**src/rtl/mem_ctrl_pkg.sv**
```systemverilog
// Shared types and constants for the CPU-to-block-RAM access controller.
// The error check lives here so the FSM and any future users classify requests identically.
package mem_ctrl_pkg;

  localparam int RAM_AW = 11;
  localparam int RAM_DW = 32;

  localparam logic [1:0] SZ_BYTE = 2'b00;
  localparam logic [1:0] SZ_HALF = 2'b01;
  localparam logic [1:0] SZ_WORD = 2'b10;

  typedef enum logic [2:0] {
    IDLE,
    RD,
    RD_DATA,
    WR,
    RMW_RD,
    RMW_WR,
    RESP
  } state_t;

  // Illegal size, misalignment, or an address beyond the 8 KiB RAM window.
  function automatic logic req_is_err(input logic [1:0] size, input logic [31:0] addr);
    logic e;
    e = (addr[31:13] != '0);
    case (size)
      SZ_BYTE: e = e;
      SZ_HALF: e = e | addr[0];
      SZ_WORD: e = e | (|addr[1:0]);
      default: e = 1'b1;
    endcase
    return e;
  endfunction

endpackage

```
**src/rtl/mem_lane_align.sv**
```systemverilog
// Little-endian lane handling: extracts and extends sub-word loads, and merges
// sub-word store data into the word read back for read-modify-write.
module mem_lane_align
  import mem_ctrl_pkg::*;
(
  input  logic [1:0]        i_addr_lo,
  input  logic [1:0]        i_size,
  input  logic              i_sign_ext,
  input  logic [RAM_DW-1:0] i_rdata,
  input  logic [15:0]       i_wdata,
  output logic [RAM_DW-1:0] o_load_data,
  output logic [RAM_DW-1:0] o_merge_data
);

  logic [15:0] w_shift;

  assign w_shift = 16'(i_rdata >> {i_addr_lo, 3'b000});

  always_comb begin
    o_load_data = i_rdata;
    case (i_size)
      SZ_BYTE: o_load_data = {{24{i_sign_ext & w_shift[7]}}, w_shift[7:0]};
      SZ_HALF: o_load_data = {{16{i_sign_ext & w_shift[15]}}, w_shift[15:0]};
      default: o_load_data = i_rdata;
    endcase
  end

  // Halfword stores put wdata[15:8] into the odd lane of the selected pair.
  for (genvar gi = 0; gi < 4; gi++) begin : g_lane
    localparam logic [1:0] LANE = 2'(gi);
    logic w_hit;
    assign w_hit = ((i_size == SZ_BYTE) && (i_addr_lo == LANE)) ||
                   ((i_size == SZ_HALF) && (i_addr_lo[1] == LANE[1]));
    assign o_merge_data[8*gi +: 8] = w_hit ?
        (((i_size == SZ_HALF) && LANE[0]) ? i_wdata[15:8] : i_wdata[7:0]) :
        i_rdata[8*gi +: 8];
  end

endmodule

```
**src/rtl/mem_access_ctrl.sv**
```systemverilog
// Single-request CPU load/store controller in front of a 2K x 32 synchronous-read RAM.
// Sub-word stores are done as read-modify-write since the RAM has no byte enables.
module mem_access_ctrl
  import mem_ctrl_pkg::*;
(
  input  logic              clk,
  input  logic              rst,
  input  logic              req_valid,
  output logic              req_ready,
  input  logic              req_we,
  input  logic [1:0]        req_size,
  input  logic              req_signed,
  input  logic [31:0]       req_addr,
  input  logic [31:0]       req_wdata,
  output logic              resp_valid,
  output logic              resp_err,
  output logic [31:0]       resp_rdata,
  output logic              ram_we,
  output logic [RAM_AW-1:0] ram_addr,
  output logic [RAM_DW-1:0] ram_din,
  input  logic [RAM_DW-1:0] ram_dout
);

  state_t      r_state;
  logic [1:0]  r_size;
  logic        r_signed;
  logic [12:0] r_addr;
  logic [31:0] r_wdata;
  logic        r_resp_valid;
  logic        r_resp_err;
  logic [31:0] r_resp_rdata;

  logic              w_req_err;
  logic [RAM_DW-1:0] w_load_data;
  logic [RAM_DW-1:0] w_merge_data;

  assign w_req_err = req_is_err(req_size, req_addr);

  mem_lane_align u_align (
    .i_addr_lo   (r_addr[1:0]),
    .i_size      (r_size),
    .i_sign_ext  (r_signed),
    .i_rdata     (ram_dout),
    .i_wdata     (r_wdata[15:0]),
    .o_load_data (w_load_data),
    .o_merge_data(w_merge_data)
  );

  always_ff @(posedge clk) begin
    if (rst) begin
      r_state      <= IDLE;
      r_size       <= SZ_BYTE;
      r_signed     <= 1'b0;
      r_addr       <= '0;
      r_wdata      <= '0;
      r_resp_valid <= 1'b0;
      r_resp_err   <= 1'b0;
      r_resp_rdata <= '0;
    end else begin
      r_resp_valid <= 1'b0;
      r_resp_err   <= 1'b0;
      case (r_state)
        IDLE: if (req_valid) begin
          r_size   <= req_size;
          r_signed <= req_signed;
          r_addr   <= req_addr[12:0];
          r_wdata  <= req_wdata;
          if (w_req_err) begin
            r_state      <= RESP;
            r_resp_valid <= 1'b1;
            r_resp_err   <= 1'b1;
          end else if (!req_we)         r_state <= RD;
          else if (req_size == SZ_WORD) r_state <= WR;
          else                          r_state <= RMW_RD;
        end
        RD:      r_state <= RD_DATA;
        RD_DATA: begin
          r_resp_rdata <= w_load_data;
          r_resp_valid <= 1'b1;
          r_state      <= RESP;
        end
        WR, RMW_WR: begin
          r_resp_valid <= 1'b1;
          r_state      <= RESP;
        end
        RMW_RD:  r_state <= RMW_WR;
        RESP:    r_state <= IDLE;
        default: r_state <= IDLE;
      endcase
    end
  end

  // RAM read data arrives in RMW_WR, so the write side is decoded from state rather than pre-registered.
  always_comb begin
    ram_din = '0;
    case (r_state)
      WR:      ram_din = r_wdata;
      RMW_WR:  ram_din = w_merge_data;
      default: ram_din = '0;
    endcase
  end

  assign ram_we     = !rst && ((r_state == WR) || (r_state == RMW_WR));
  assign ram_addr   = r_addr[12:2];
  assign req_ready  = (r_state == IDLE);
  assign resp_valid = r_resp_valid;
  assign resp_err   = r_resp_err;
  assign resp_rdata = r_resp_rdata;

endmodule

```
**config.mk**
```make
export PLATFORM = sky130hd
export DESIGN_NAME = mem_access_ctrl
export DESIGN_NICKNAME = d
export VERILOG_FILES = /design/src/rtl/mem_ctrl_pkg.sv /design/src/rtl/mem_lane_align.sv /design/src/rtl/mem_access_ctrl.sv
export SDC_FILE = /design/constraint.sdc
export NUM_CORES = 1
export LEC_CHECK = 0
export CAP_MARGIN = 20
export CORE_ASPECT_RATIO = 0.5
export CORE_MARGIN = 10
export CORE_UTILIZATION = 45
export CTS_BUF_LIST = sky130_fd_sc_hd__clkbuf_8
export DETAILED_ROUTE_END_ITERATION = 10
export GPL_TIMING_DRIVEN = 1
export PLACE_DENSITY_LB_ADDON = 0.05
export SLEW_MARGIN = 20
export SYNTH_ARGS = -nofsm -noshare
export SYNTH_HDL_FRONTEND = slang
export SYNTH_SLANG_ARGS = --single-unit
```
**constraint.sdc**
```tcl
create_clock -name clk -period 2.7 [get_ports clk]
set_clock_uncertainty 0.05 [all_clocks]
set_input_delay 0.81 -clock clk [delete_from_list [all_inputs] [get_ports clk]]
set_output_delay 0.81 -clock clk [all_outputs]
set_load 0.03 [all_outputs]
```
Word level (Yosys, flattened, before mapping)
Index checks and enable logic that the tools add are counted.
{"block": "totals", "ff_bits": 85, "wordCells": 65}
{"block": "classes", "eq_ne": 12, "shifts": 1, "muxes": 16, "n_reduce_logical": 22, "n_bitwise": 6}
{"operator": "case mux 32 bit (2 select lines)", "n": 2}
{"operator": "2-to-1 mux 8 bit", "n": 5}
{"operator": "right shift 32 x 5 -> 16 bit", "n": 1}
{"operator": "nonzero test 19 bit", "n": 1}
{"operator": "2-to-1 mux 3 bit", "n": 4}
{"operator": "case mux 3 bit (4 select lines)", "n": 1}
{"operator": "logical AND 1 bit", "n": 7}
{"operator": "equality test 2 x 1 -> 1 bit, second input constant", "n": 3}
{"operator": "equality test 2 bit, second input constant", "n": 3}
{"operator": "equality test 3 x 2 -> 1 bit, second input constant", "n": 2}
{"operator": "equality test 3 bit, second input constant", "n": 2}
{"operator": "logical NOT 2 bit", "n": 3}
{"operator": "logical OR 1 bit", "n": 5}
{"operator": "OR reduction 2 bit", "n": 2}
{"operator": "equality test 3 x 1 -> 1 bit, second input constant", "n": 1}
{"operator": "logical NOT 3 bit", "n": 1}
{"operator": "case mux 1 bit (3 select lines)", "n": 1}
{"operator": "OR reduction 3 bit", "n": 1}
{"operator": "bitwise AND 1 bit", "n": 2}
{"operator": "2-to-1 mux 1 bit", "n": 2}
{"operator": "!= test 2 bit, second input constant", "n": 1}
{"operator": "inverter 1 bit", "n": 2}
{"operator": "OR 1 bit", "n": 2}
{"operator": "case mux 1 bit (2 select lines)", "n": 1}
{"operator": "2 further kinds", "n": 2}

Depth between registers and ports, before layout
{"block": "logic_depth", "word_depth": 6, "mapped_depth": 8, "depth_no_buf": 6}

Modules after synthesis
From an unflattened synthesis, not the netlist that was laid out.
{"block": "unflattened", "hier_cells": 633, "area_unflattened_um2": 5108.6}
{"mod": "mem_access_ctrl", "seq_area_each_um2": 1701.6, "cells_each": 448, "instances": 1, "area_per_inst_um2": 3597.2}
{"mod": "mem_lane_align", "seq_area_each_um2": 0.0, "cells_each": 185, "instances": 1, "area_per_inst_um2": 1511.4}

Worst setup path after synthesis
OpenSTA, ideal clock, no wires.
{"block": "synth_timing", "path_type": "input-to-output", "from": "input port rst", "to": "output port ram_we", "required_time_ps": 1840, "stages": 4, "n_path_buf": 3, "path_slack_ps": 21, "arrival_ps": 1819, "cell_sequence": "clkbuf_1 clkbuf_1 clkbuf_1 a21oi_1"}
{"block": "synth_via", "elab_chain_cells": 2}
{"element": "start: declaration", "line": "mem_access_ctrl.sv:7", "text": "input logic rst,"}
{"element": "logical NOT 1 bit", "line": "mem_access_ctrl.sv:103", "text": "assign ram_we = !rst && ((r_state == WR) || (r_state == RMW_WR));"}
{"element": "logical AND 1 bit", "line": "mem_access_ctrl.sv:103"}
{"element": "end: declaration", "line": "mem_access_ctrl.sv:18", "text": "output logic ram_we,"}
No other way between the ends.

Worst setup path after layout
{"block": "layout_timing", "from": "register r_size[1]", "to": "output port ram_din[30]"}
{"block": "layout_via", "elab_chain_cells": 5}
{"element": "start: declaration", "line": "mem_access_ctrl.sv:25", "text": "logic [1:0] r_size;"}
{"element": "start signal: assignment", "line": "mem_access_ctrl.sv:64", "text": "r_size <= req_size;"}
{"element": "equality test 2 x 1 -> 1 bit or logical NOT 2 bit (tied branches)", "line": "mem_lane_align.sv:33, mem_lane_align.sv:35, mem_lane_align.sv:32"}
{"element": "logical AND 1 bit (on tied branches)", "line": "mem_lane_align.sv:33, mem_lane_align.sv:32"}
{"element": "logical OR 1 bit", "line": "mem_lane_align.sv:32", "text": "assign w_hit = ((i_size == SZ_BYTE) && (i_addr_lo == LANE)) ||"}
{"element": "2-to-1 mux 8 bit *", "line": "mem_lane_align.sv:34", "text": "assign o_merge_data[8*gi +: 8] = w_hit ?"}
{"element": "case mux 32 bit (2 select lines) *", "line": "mem_access_ctrl.sv:96", "text": "case (r_state)"}
{"element": "end: declaration", "line": "mem_access_ctrl.sv:20", "text": "output logic [RAM_DW-1:0] ram_din,"}
Mark *: on every way between the ends. The rest lies on a longest branch, timed or not.

==> flow_metrics.env <==
export IMPL_status="complete, but fails checks"
export IMPL_violations="negative setup slack"
export IMPL_yosys_warnings=0
export IMPL_arrival_ps=1910
export IMPL_ctsHoldBuffers=0
export IMPL_hpwlAfterDp_mm=13.2
export IMPL_gp_congestion=0.931
export IMPL_path_max_fanout=7
export IMPL_syn_area_per_cell_sq_um=7.98
export IMPL_fin_cells=909
export IMPL_nFillCells=842
export IMPL_synth_seq_cells=85
export IMPL_hold_class="reg2reg"
export IMPL_crit_type="reg2out"
export IMPL_fp_dieH_microns=91.6
export IMPL_final_layout_size_suffix_gt1_share_pct=20.3
export IMPL_layout_commonest_cell="nand2_1"
export IMPL_die_area_sq_um=15000
export IMPL_power_share_sequential_pct=39.6
export IMPL_setup_viol=11
export IMPL_required_ps=1840
export IMPL_drc=0
export IMPL_grtUsageTotal_pct=22.5
export IMPL_dpl_worst_slack_ps=-151
export IMPL_switchingPower_mw=1.30
export IMPL_core_area_sq_um=10100
export IMPL_cts_tree="done"
export IMPL_p_per_area_nw_per_um2=524
export IMPL_cts_max_level=3
export IMPL_synthCells=578
export IMPL_dr_total_vias=4990
export IMPL_clk_pin_slew_ps=80
export IMPL_pwr_share_comb_pct=36.4
export IMPL_rows=26
export IMPL_fin_util_pct=70.8
export IMPL_viasPerCell=5.49
export IMPL_ir_worst_vdd_v=0.000281
export IMPL_floorplan_initialDensity_pct=45.6
export IMPL_clkSinkCount=85
export IMPL_drtPass1Iterations=6
export IMPL_crit_path_end_kind="primary output"
export IMPL_clock_fmax_mhz=361
export IMPL_pwr_share_clk_pct=24.0
export IMPL_slew_headroom_pct=38.4
export IMPL_syn_to_final_growth_pct=55.3
export IMPL_hold_violations=0
export IMPL_cap_viol_max_count=0
export IMPL_ant_nets=0
export IMPL_rsz0062_at_grt="yes"
export IMPL_p_int_mw=2.46
export IMPL_dp_cells=884
export IMPL_wl_per_cell_microns=19.4
export IMPL_antenna_found_initial=1
export IMPL_synth_area_sq_um=4610
export IMPL_routed_wirelength_mm=17.6
export IMPL_top_usage_layer="met2"
export IMPL_cellLeakagePower_nw=2.74
export IMPL_met2_usage_pct=33.4
export IMPL_crit_path_start_kind="flip-flop"
export IMPL_synth_distinct_cells=46
export IMPL_mostFrequentLayoutCells="nand2_1, clkdlybuf4s50_1, dfxtp_1, buf_4, a21oi_1"
export IMPL_netSwitchingFraction_pct=34.6
export IMPL_drt_initial_drc_count=499
export IMPL_clockRootBuffer="clkbuf_8"
export IMPL_fin_tns_setup_ps=-300
export IMPL_clk_path_buf_depth=2
export IMPL_worst_pin_slew_ps=923
export IMPL_use_met1_pct=29.8
export IMPL_met3_usage_pct=9.91
export IMPL_syn_nets=684
export IMPL_min_period_ps=2770
export IMPL_grt_first_pass_wirelength_mm=26.8
export IMPL_finalMaxSlewViolations=0
export IMPL_portBuffers=181
export IMPL_cts_made_buffers=9
export IMPL_grt_pass1_vias=4728
export IMPL_min_period_over_period_pct=103
export IMPL_pin_count=182
export IMPL_diodes=0
export IMPL_clk_latency_ps=360
export IMPL_nets=870
export IMPL_yosysSeqAreaShare_pct=36.9
export IMPL_gr_total_overflow=0
export IMPL_grt_max_degree=85
export IMPL_die_w_microns=163
export IMPL_layout_setup_ws_ps=-68.4
[logic make-up (layout without fill, tap and decap cells)]
kind of cell             Yosys count  in the layout  share of synthesized area [%]
buffers and inverters             64            255                           8.11
multiplexers                      45             45                           10.5
adder cells (fa/ha/maj)            3              3                          0.814
flip-flops                        85             85                           36.9
AND/OR/NAND/NOR                  231            231                           21.4
AO/OA/AOI/OAI                    150            150                           22.3
[power by group through the flow]
stage	logic, mW	clock network (mW)	registers (mW)
2_1_floorplan	0.638	0	1.61
3_3_place_gp	1.28	0	1.50
3_5_place_dp	1.29	0	1.51
4_1_cts	1.33	0.927	1.48
5_1_grt	1.46	0.982	1.50
6_report	1.37	0.901	1.49
[state kept, by name (all words and copies together) (netlist names)]
name	count
r_signed	1
r_size	2
r_wdata	32
resp_err	1
r_state	3
resp_valid	1
r_addr	13
resp_rdata	32
[synth_stat cells (all sizes together)]
master / instances / area share [%]
nand2b: 3 / 0.41
nand3: 2 / 0.22
mux2i: 28 / 6.1
ha: 3 / 0.81
and3: 1 / 0.24
nor4: 5 / 0.68
nor2: 42 / 3.4
mux2: 16 / 3.9
nor3: 12 / 1.9
o211a: 6 / 1.3
a211oi: 10 / 1.6
inv: 7 / 0.57
dfxtp: 85 / 37
and2: 2 / 0.27
a222oi: 6 / 1.3
o21ai: 30 / 3.3
nand2: 153 / 13
o211ai: 4 / 0.95
or3: 2 / 0.27
a22o: 11 / 2.1
a21oi: 53 / 5.8
buf: 39 / 6.0
clkbuf: 18 / 1.5
mux4: 1 / 0.49
a22oi: 7 / 1.1
a311oi: 19 / 4.1
and2b: 2 / 0.33
o21bai: 1 / 0.16
nor2b: 4 / 0.60
a31o: 1 / 0.19
and4b: 1 / 0.22
nand3b: 2 / 0.33
a31oi: 2 / 0.27
[metrics by stage]
step	hold slack, ps	area, sq um	power (mW)
2_1_floorplan	382	4610	2.25
6_report	409	7160	3.75
5_1_grt	422	7160	3.95
3_5_place_dp	397	6690	2.79
4_1_cts	409	7050	3.74
3_3_place_gp	391	6690	2.78
[final cells by class]
type / instances / area (sq um) / share of cell area [%]
Inverter: 7 / 26.3 / 0.367
Timing Repair Buffer: 232 / 2350 / 32.8
Clock inverter: 6 / 56.3 / 0.786
Clock buffer: 10 / 138 / 1.92
Multi-Input combinational cell: 429 / 2710 / 37.8
Tap cell: 140 / 175 / 2.44
Sequential cell: 85 / 1710 / 23.9
[worst paths after layout]
check                               start                    endpoint  slack [ps]  depth (start not counted)
hold / removal     r_addr[2]$_SDFFE_PP0P_      r_addr[2]$_SDFFE_PP0P_         410                          2
hold reg to reg    r_addr[2]$_SDFFE_PP0P_      r_addr[2]$_SDFFE_PP0P_         410                          2
setup / recovery   r_size[1]$_SDFFE_PP0P_                 ram_din[30]         -70                          7
setup reg to reg  r_state[2]$_SDFFE_PP0P_  resp_rdata[4]$_SDFFE_PP0P_         800                          5
[critical path, stage by stage, from the launching register on]
cell and delay, ps:
dfxtp_4 370, buf_6 130, nor3_4 250, buf_12 190
mux2i_2 240, buf_4 170, o21ai_4 60, buf_12 140
[what timing repair did]
| item | 4_1_cts | 5_1_grt |
|---|---|---|
| buffers inserted | 5 | 3 |
| pin swaps | 4 | 5 |
| gates resized for setup | 41 | 24 |
| endpoints found under the setup margin | 32 | 33 |
| cloned | 1 | 0 |
[per-layer routing]
layer | vias up | wire length, microns | share of wire (%)
li1 | 2397 | - | -
met1 | 2319 | 7560 | 43
met2 | 252 | 7700 | 44
met3 | 20 | 2180 | 12
met4 | 2 | 175 | 0.99
met5 | - | 11 | 0.062
(Power assumes the default switching activity.)
